**src/rtl/out_port_fifo_if.sv**
```systemverilog
// Handshake bundle between the CPU output-write path, the output FIFO and the
// downstream consumer. The FIFO uses the slave modport; the environment uses master.
interface out_port_fifo_if #(
  parameter int DEPTH = 8,
  parameter int WIDTH = 16
);
  // Handshake: a word is written when wr_en is high and either full is low or a
  // pop happens in the same cycle. It is read when out_valid & out_ready are both
  // high at a rising clock edge. wr_en while full with no pop drops the word.
  logic                       wr_en;
  logic [WIDTH-1:0]           wr_data;
  logic                       stall;
  logic                       full;
  logic                       out_valid;
  logic [WIDTH-1:0]           out_data;
  logic                       out_ready;
  logic [$clog2(DEPTH):0]     count;
  logic                       overflow;
  logic [7:0]                 drop_count;

  modport master (
    output wr_en, wr_data, out_ready,
    input  stall, full, out_valid, out_data, count, overflow, drop_count
  );

  modport slave (
    input  wr_en, wr_data, out_ready,
    output stall, full, out_valid, out_data, count, overflow, drop_count
  );
endinterface

```
**src/rtl/out_port_fifo.sv**
```systemverilog
// First-word-fall-through output FIFO with registered status flags, stall back to
// the control unit, and sticky overflow / saturating drop statistics.
module out_port_fifo #(
  parameter int DEPTH = 8,
  parameter int WIDTH = 16
) (
  input  logic            clock,
  input  logic            reset,
  out_port_fifo_if.slave  bus
);
  localparam int AW = $clog2(DEPTH);
  localparam int CW = AW + 1;

  logic [WIDTH-1:0] mem [DEPTH];
  logic [AW-1:0]    wr_ptr;
  logic [AW-1:0]    rd_ptr;
  logic [CW-1:0]    count_q;
  logic [CW-1:0]    count_next;
  logic             full_q;
  logic             valid_q;
  logic             overflow_q;
  logic [7:0]       drop_q;
  logic             push;
  logic             pop;
  logic             drop;

  // A pop frees a slot in the same cycle, so a write while full is still accepted.
  assign pop  = valid_q & bus.out_ready;
  assign push = bus.wr_en & (~full_q | pop);
  assign drop = bus.wr_en & full_q & ~pop;

  always_comb begin
    count_next = count_q;
    case ({push, pop})
      2'b10:   count_next = count_q + CW'(1);
      2'b01:   count_next = count_q - CW'(1);
      default: count_next = count_q;
    endcase
  end

  always_ff @(posedge clock or posedge reset) begin
    if (reset) begin
      wr_ptr     <= '0;
      rd_ptr     <= '0;
      count_q    <= '0;
      full_q     <= 1'b0;
      valid_q    <= 1'b0;
      overflow_q <= 1'b0;
      drop_q     <= '0;
    end else begin
      if (push) wr_ptr <= wr_ptr + AW'(1);
      if (pop)  rd_ptr <= rd_ptr + AW'(1);
      count_q <= count_next;
      full_q  <= (count_next == CW'(DEPTH));
      valid_q <= (count_next != '0);
      if (drop) begin
        overflow_q <= 1'b1;
        if (drop_q != 8'hFF) drop_q <= drop_q + 8'd1;
      end
    end
  end

  // Storage needs no reset; only the pointers and count define what is valid.
  always_ff @(posedge clock) begin
    if (push) mem[wr_ptr] <= bus.wr_data;
  end

  assign bus.full       = full_q;
  assign bus.stall      = full_q;
  assign bus.out_valid  = valid_q;
  assign bus.out_data   = valid_q ? mem[rd_ptr] : '0;
  assign bus.count      = count_q;
  assign bus.overflow   = overflow_q;
  assign bus.drop_count = drop_q;
endmodule

```
**src/flat_wrapper.sv**
```systemverilog
// flat-port wrapper written by rule: the top's interface ports become plain ports
module out_port_fifo_flat 
#(
  parameter int DEPTH = 8,
  parameter int WIDTH = 16
)
  (clock, reset, bus_wr_en, bus_wr_data, bus_out_ready, bus_stall, bus_full, bus_out_valid, bus_out_data, bus_count, bus_overflow, bus_drop_count);
  out_port_fifo_if #(.DEPTH(DEPTH), .WIDTH(WIDTH)) bus_i ();
  input  logic clock;
  input  logic reset;
  input wire logic [$bits(bus_i.wr_en)-1:0] bus_wr_en;
  input wire logic [$bits(bus_i.wr_data)-1:0] bus_wr_data;
  input wire logic [$bits(bus_i.out_ready)-1:0] bus_out_ready;
  output wire logic [$bits(bus_i.stall)-1:0] bus_stall;
  output wire logic [$bits(bus_i.full)-1:0] bus_full;
  output wire logic [$bits(bus_i.out_valid)-1:0] bus_out_valid;
  output wire logic [$bits(bus_i.out_data)-1:0] bus_out_data;
  output wire logic [$bits(bus_i.count)-1:0] bus_count;
  output wire logic [$bits(bus_i.overflow)-1:0] bus_overflow;
  output wire logic [$bits(bus_i.drop_count)-1:0] bus_drop_count;
  assign bus_i.wr_en = bus_wr_en;
  assign bus_i.wr_data = bus_wr_data;
  assign bus_i.out_ready = bus_out_ready;
  assign bus_stall = bus_i.stall;
  assign bus_full = bus_i.full;
  assign bus_out_valid = bus_i.out_valid;
  assign bus_out_data = bus_i.out_data;
  assign bus_count = bus_i.count;
  assign bus_overflow = bus_i.overflow;
  assign bus_drop_count = bus_i.drop_count;
  out_port_fifo #(.DEPTH(DEPTH), .WIDTH(WIDTH)) u_core (.clock(clock), .reset(reset), .bus(bus_i));
endmodule
```
**config.mk**
```make
export PLATFORM = sky130hd
export DESIGN_NAME = out_port_fifo_flat
export DESIGN_NICKNAME = d
export VERILOG_FILES = /design/src/rtl/out_port_fifo_if.sv /design/src/rtl/out_port_fifo.sv /design/src/flat_wrapper.sv
export SDC_FILE = /design/constraint.sdc
export NUM_CORES = 1
export LEC_CHECK = 0
export ABC_AREA = 1
export CAP_MARGIN = 30
export CORE_ASPECT_RATIO = 1.4
export CORE_MARGIN = 2
export CORE_UTILIZATION = 60
export DETAILED_ROUTE_END_ITERATION = 8
export GPL_TIMING_DRIVEN = 1
export PLACE_DENSITY = 0.87
export SLEW_MARGIN = 20
export SYNTH_ARGS = -nofsm -noshare
export SYNTH_HDL_FRONTEND = slang
export SYNTH_SLANG_ARGS = --single-unit
```
**constraint.sdc**
```tcl
create_clock -name clock -period 3.35 [get_ports clock]
set_input_delay 0.5025 -clock clock [delete_from_list [all_inputs] [get_ports clock]]
set_output_delay 0.5025 -clock clock [all_outputs]
set_load 0.005 [all_outputs]
```
==> run metrics <==
Hold Worst Slack 0.319 ns; most common cell in the synthesized netlist nor2_1; DIE AREA around 11,000 um2; Sink Count roughly 150; Async S/R FF share, synth between 10% and 20%; initial antenna violation count 0; Non-Filler Instances 749; Power, Total roughly 7 mW; DR WL met2 7310 um; Final Cell Area between 7000 and 8000 um2; Crit-path slowest cell clkdlybuf4s50_1; pwr dens a little over 900 nW/um2; wirelength, routed between 10,000 and 15,000 um; sequential cell area fraction in the yosys report 70.7%; largest net degree at the start of global routing 65; CTS H-tree depth 4; Synth Register Bits approximately 150; clock latency on the worst-skew pair ~0.42 ns; worst slew margin relative to its limit about three fifths; fillers around 600; Die X about 90 um; Yosys top cell by area edfxtp_1; fin crit share a little under nine tenths; CP bufs+invs 2; number of port buffers 51; Total Negative Setup Slacks 0 ns; global-route wire length before repair approximately 22,000 um; Cell variety after synth 26; cell breakdown of the critical path buf_4 -> nor2_1 -> nor2_1 -> o21ai_0 -> o21ai_0 -> o21ai_0 -> nor2_1 -> clkdlybuf4s50_1; wl on met1 a little over 5000 um; Critical Path RT 2.85 ns; Post-Route Skew around 0.0056 ns; GPL Wtd Cong slightly above 0.8; gr ovfl total 0; Die Y 124 um; Avg Inst Size Synth 11.5 um2; ANT cells 0; run status completed; Nets roughly 630; Hold Vio Cnt, Final 0; clock tree buffer depth 2; syn_nets around 560; Worst path max stage delay between 0.5 and 0.6 ns; cts hold-fix bufs 0; synthesis warning total 0; Setup Viol. Count Final 0; HP Class primary input to asynchronous set/reset pin; CTS tree built; Routed Antenna Nets 0; Worst Tran Pin Value slightly below 0.6 ns; DR top layer met4; WL/cell between 15 and 20 um; placed cell count about 720; minimum clock period between 2 and 3 ns; # Post-CTS Setup Buffers 0; drt drc 0; starting density of the core approximately 62%; share of layout cells above drive strength 1 approximately 9.8%; Vias ~4.4k; Main synth FF type edfxtp_1; Max Slew Vio Count 0; critical path class flip-flop to output pin; Worst Path Max Fanout 38; core area about 10000 um2; RSZ-0062 raised after global routing no; R2R cell count 14; Crit path depth 8; Final Worst Setup Slack between 0.4 and 0.5 ns; Syn Std Cell Area 6180 um2; vias per cell ~5.8; IR drop worst, VDD 0.731 mV; Iteration-0 DRC Markers 511; critical path arrival around 2.4 ns; Place WS roughly 0.64 ns; Post-synth EDFFs about 130; total track usage between 20% and 30%; critical path's top delay family buffers and inverters; CP Capture Type output pin; most frequent cells after synthesis nor2_1, edfxtp_1, o21ai_0, nand2_1; post-cts sizing count 0; final core occ roughly three quarters; Post-Place Cell Area approximately 6900 um2; area added between synthesis and finish 22.3%; CTS root buf clkbuf_16; max_cap viols 0; met3 WL around 1100 um; clock buffer count from CTS 17; Max Clock Freq between 300 and 400 MHz; dpl hpwl 8230 um; DRT Pass-1 Iters 5; Worst setup SP type flip-flop; cells after synthesis around 540; row count 43; Static Leak ~2.8 nW; Yosys top cell area share ~62%; clk slew on worst S/H paths 0.06 ns; Synth area leaders edfxtp_1, nor2_1, dfrtp_1, o21ai_0, nand2_1; number of global-route vias before repair between 4k and 5k; I/O Pins between 50 and 60
## state kept, by name, indices dropped and copies added, names as in the netlist
signal                 flops
u_core.bus.count           4
u_core.bus.drop_count      8
u_core.bus.full            1
u_core.bus.out_valid       1
u_core.bus.overflow        1
u_core.mem               128
u_core.rd_ptr              3
u_core.wr_ptr              3
## power breakdown
part / total (mW) / switching (mW) / internal [mW]
sequential: 2.48 / 0.161 / 2.32
combinational: 2.55 / 1.46 / 1.08
clock: 1.95 / 0.720 / 1.23
total: 6.98 / 2.35 / 4.64
## per-layer routing
layer,track usage (%),vias up
li1,-,1979
met1,31.0,2080
met2,45.9,264
met3,7.02,41
met4,12.9,0
met5,0,-
## placed cells by master, fill, tap and decap left out, types with 3 or more instances in the layout
master,synthesis,final
clkinvlp_4,0,4
edfxtp_1,128,128
xor2_1,5,5
nand2_1,43,43
clkbuf_8,0,3
inv_1,21,21
bufinv_16,0,3
buf_4,4,14
o21ai_1,13,13
dfrtp_1,21,21
xnor2_1,4,4
nand3_1,9,9
clkinv_4,0,3
ha_1,6,6
buf_12,0,4
clkdlybuf4s50_1,0,51
nor2_1,143,143
inv_2,3,3
o21ai_0,104,104
clkbuf_16,0,17
## layout make-up
class | count | area [um2] | area share [%]
clock buffers | 21 | 470 | 6.22
clock inverters | 11 | 150 | 1.99
inverters | 24 | 90.1 | 1.19
multi-input cells | 339 | 1590 | 21.0
flip-flops and latches | 149 | 4370 | 57.8
well taps | 135 | 169 | 2.23
repair buffers | 70 | 723 | 9.56
## cell families (layout without fill, tap and decap cells)
logic type                 Yosys count  after routing  synth area share, %
AOI/OAI and AO/OA                  120            120                 10.0
xor gates and xnor gates             9              9                 1.27
adders and majority gates            6              6                 1.21
buffers and inverters               50            126                 3.62
DFF                                149            149                 70.7
and+or+nand+nor                    204            204                 13.2
## path summary, 6_finish.rpt
| kind | start | to | slack, ns |
|---|---|---|---|
| hold reg to reg | u_core.bus.overflow | u_core.bus.overflow | 0.47 |
| hold / removal | reset | u_core.bus.drop_count[3] | 0.32 |
| setup / recovery | u_core.rd_ptr[0] | bus_out_data[0] | 0.46 |
| setup reg to reg | u_core.bus.out_valid | u_core.bus.out_valid | 1.01 |
| max in group asynchronous | reset | u_core.bus.count[0] | 2.65 |
| min in group clock | u_core.bus.overflow | u_core.bus.overflow | 0.47 |
Power figures use the tool's default switching activity.
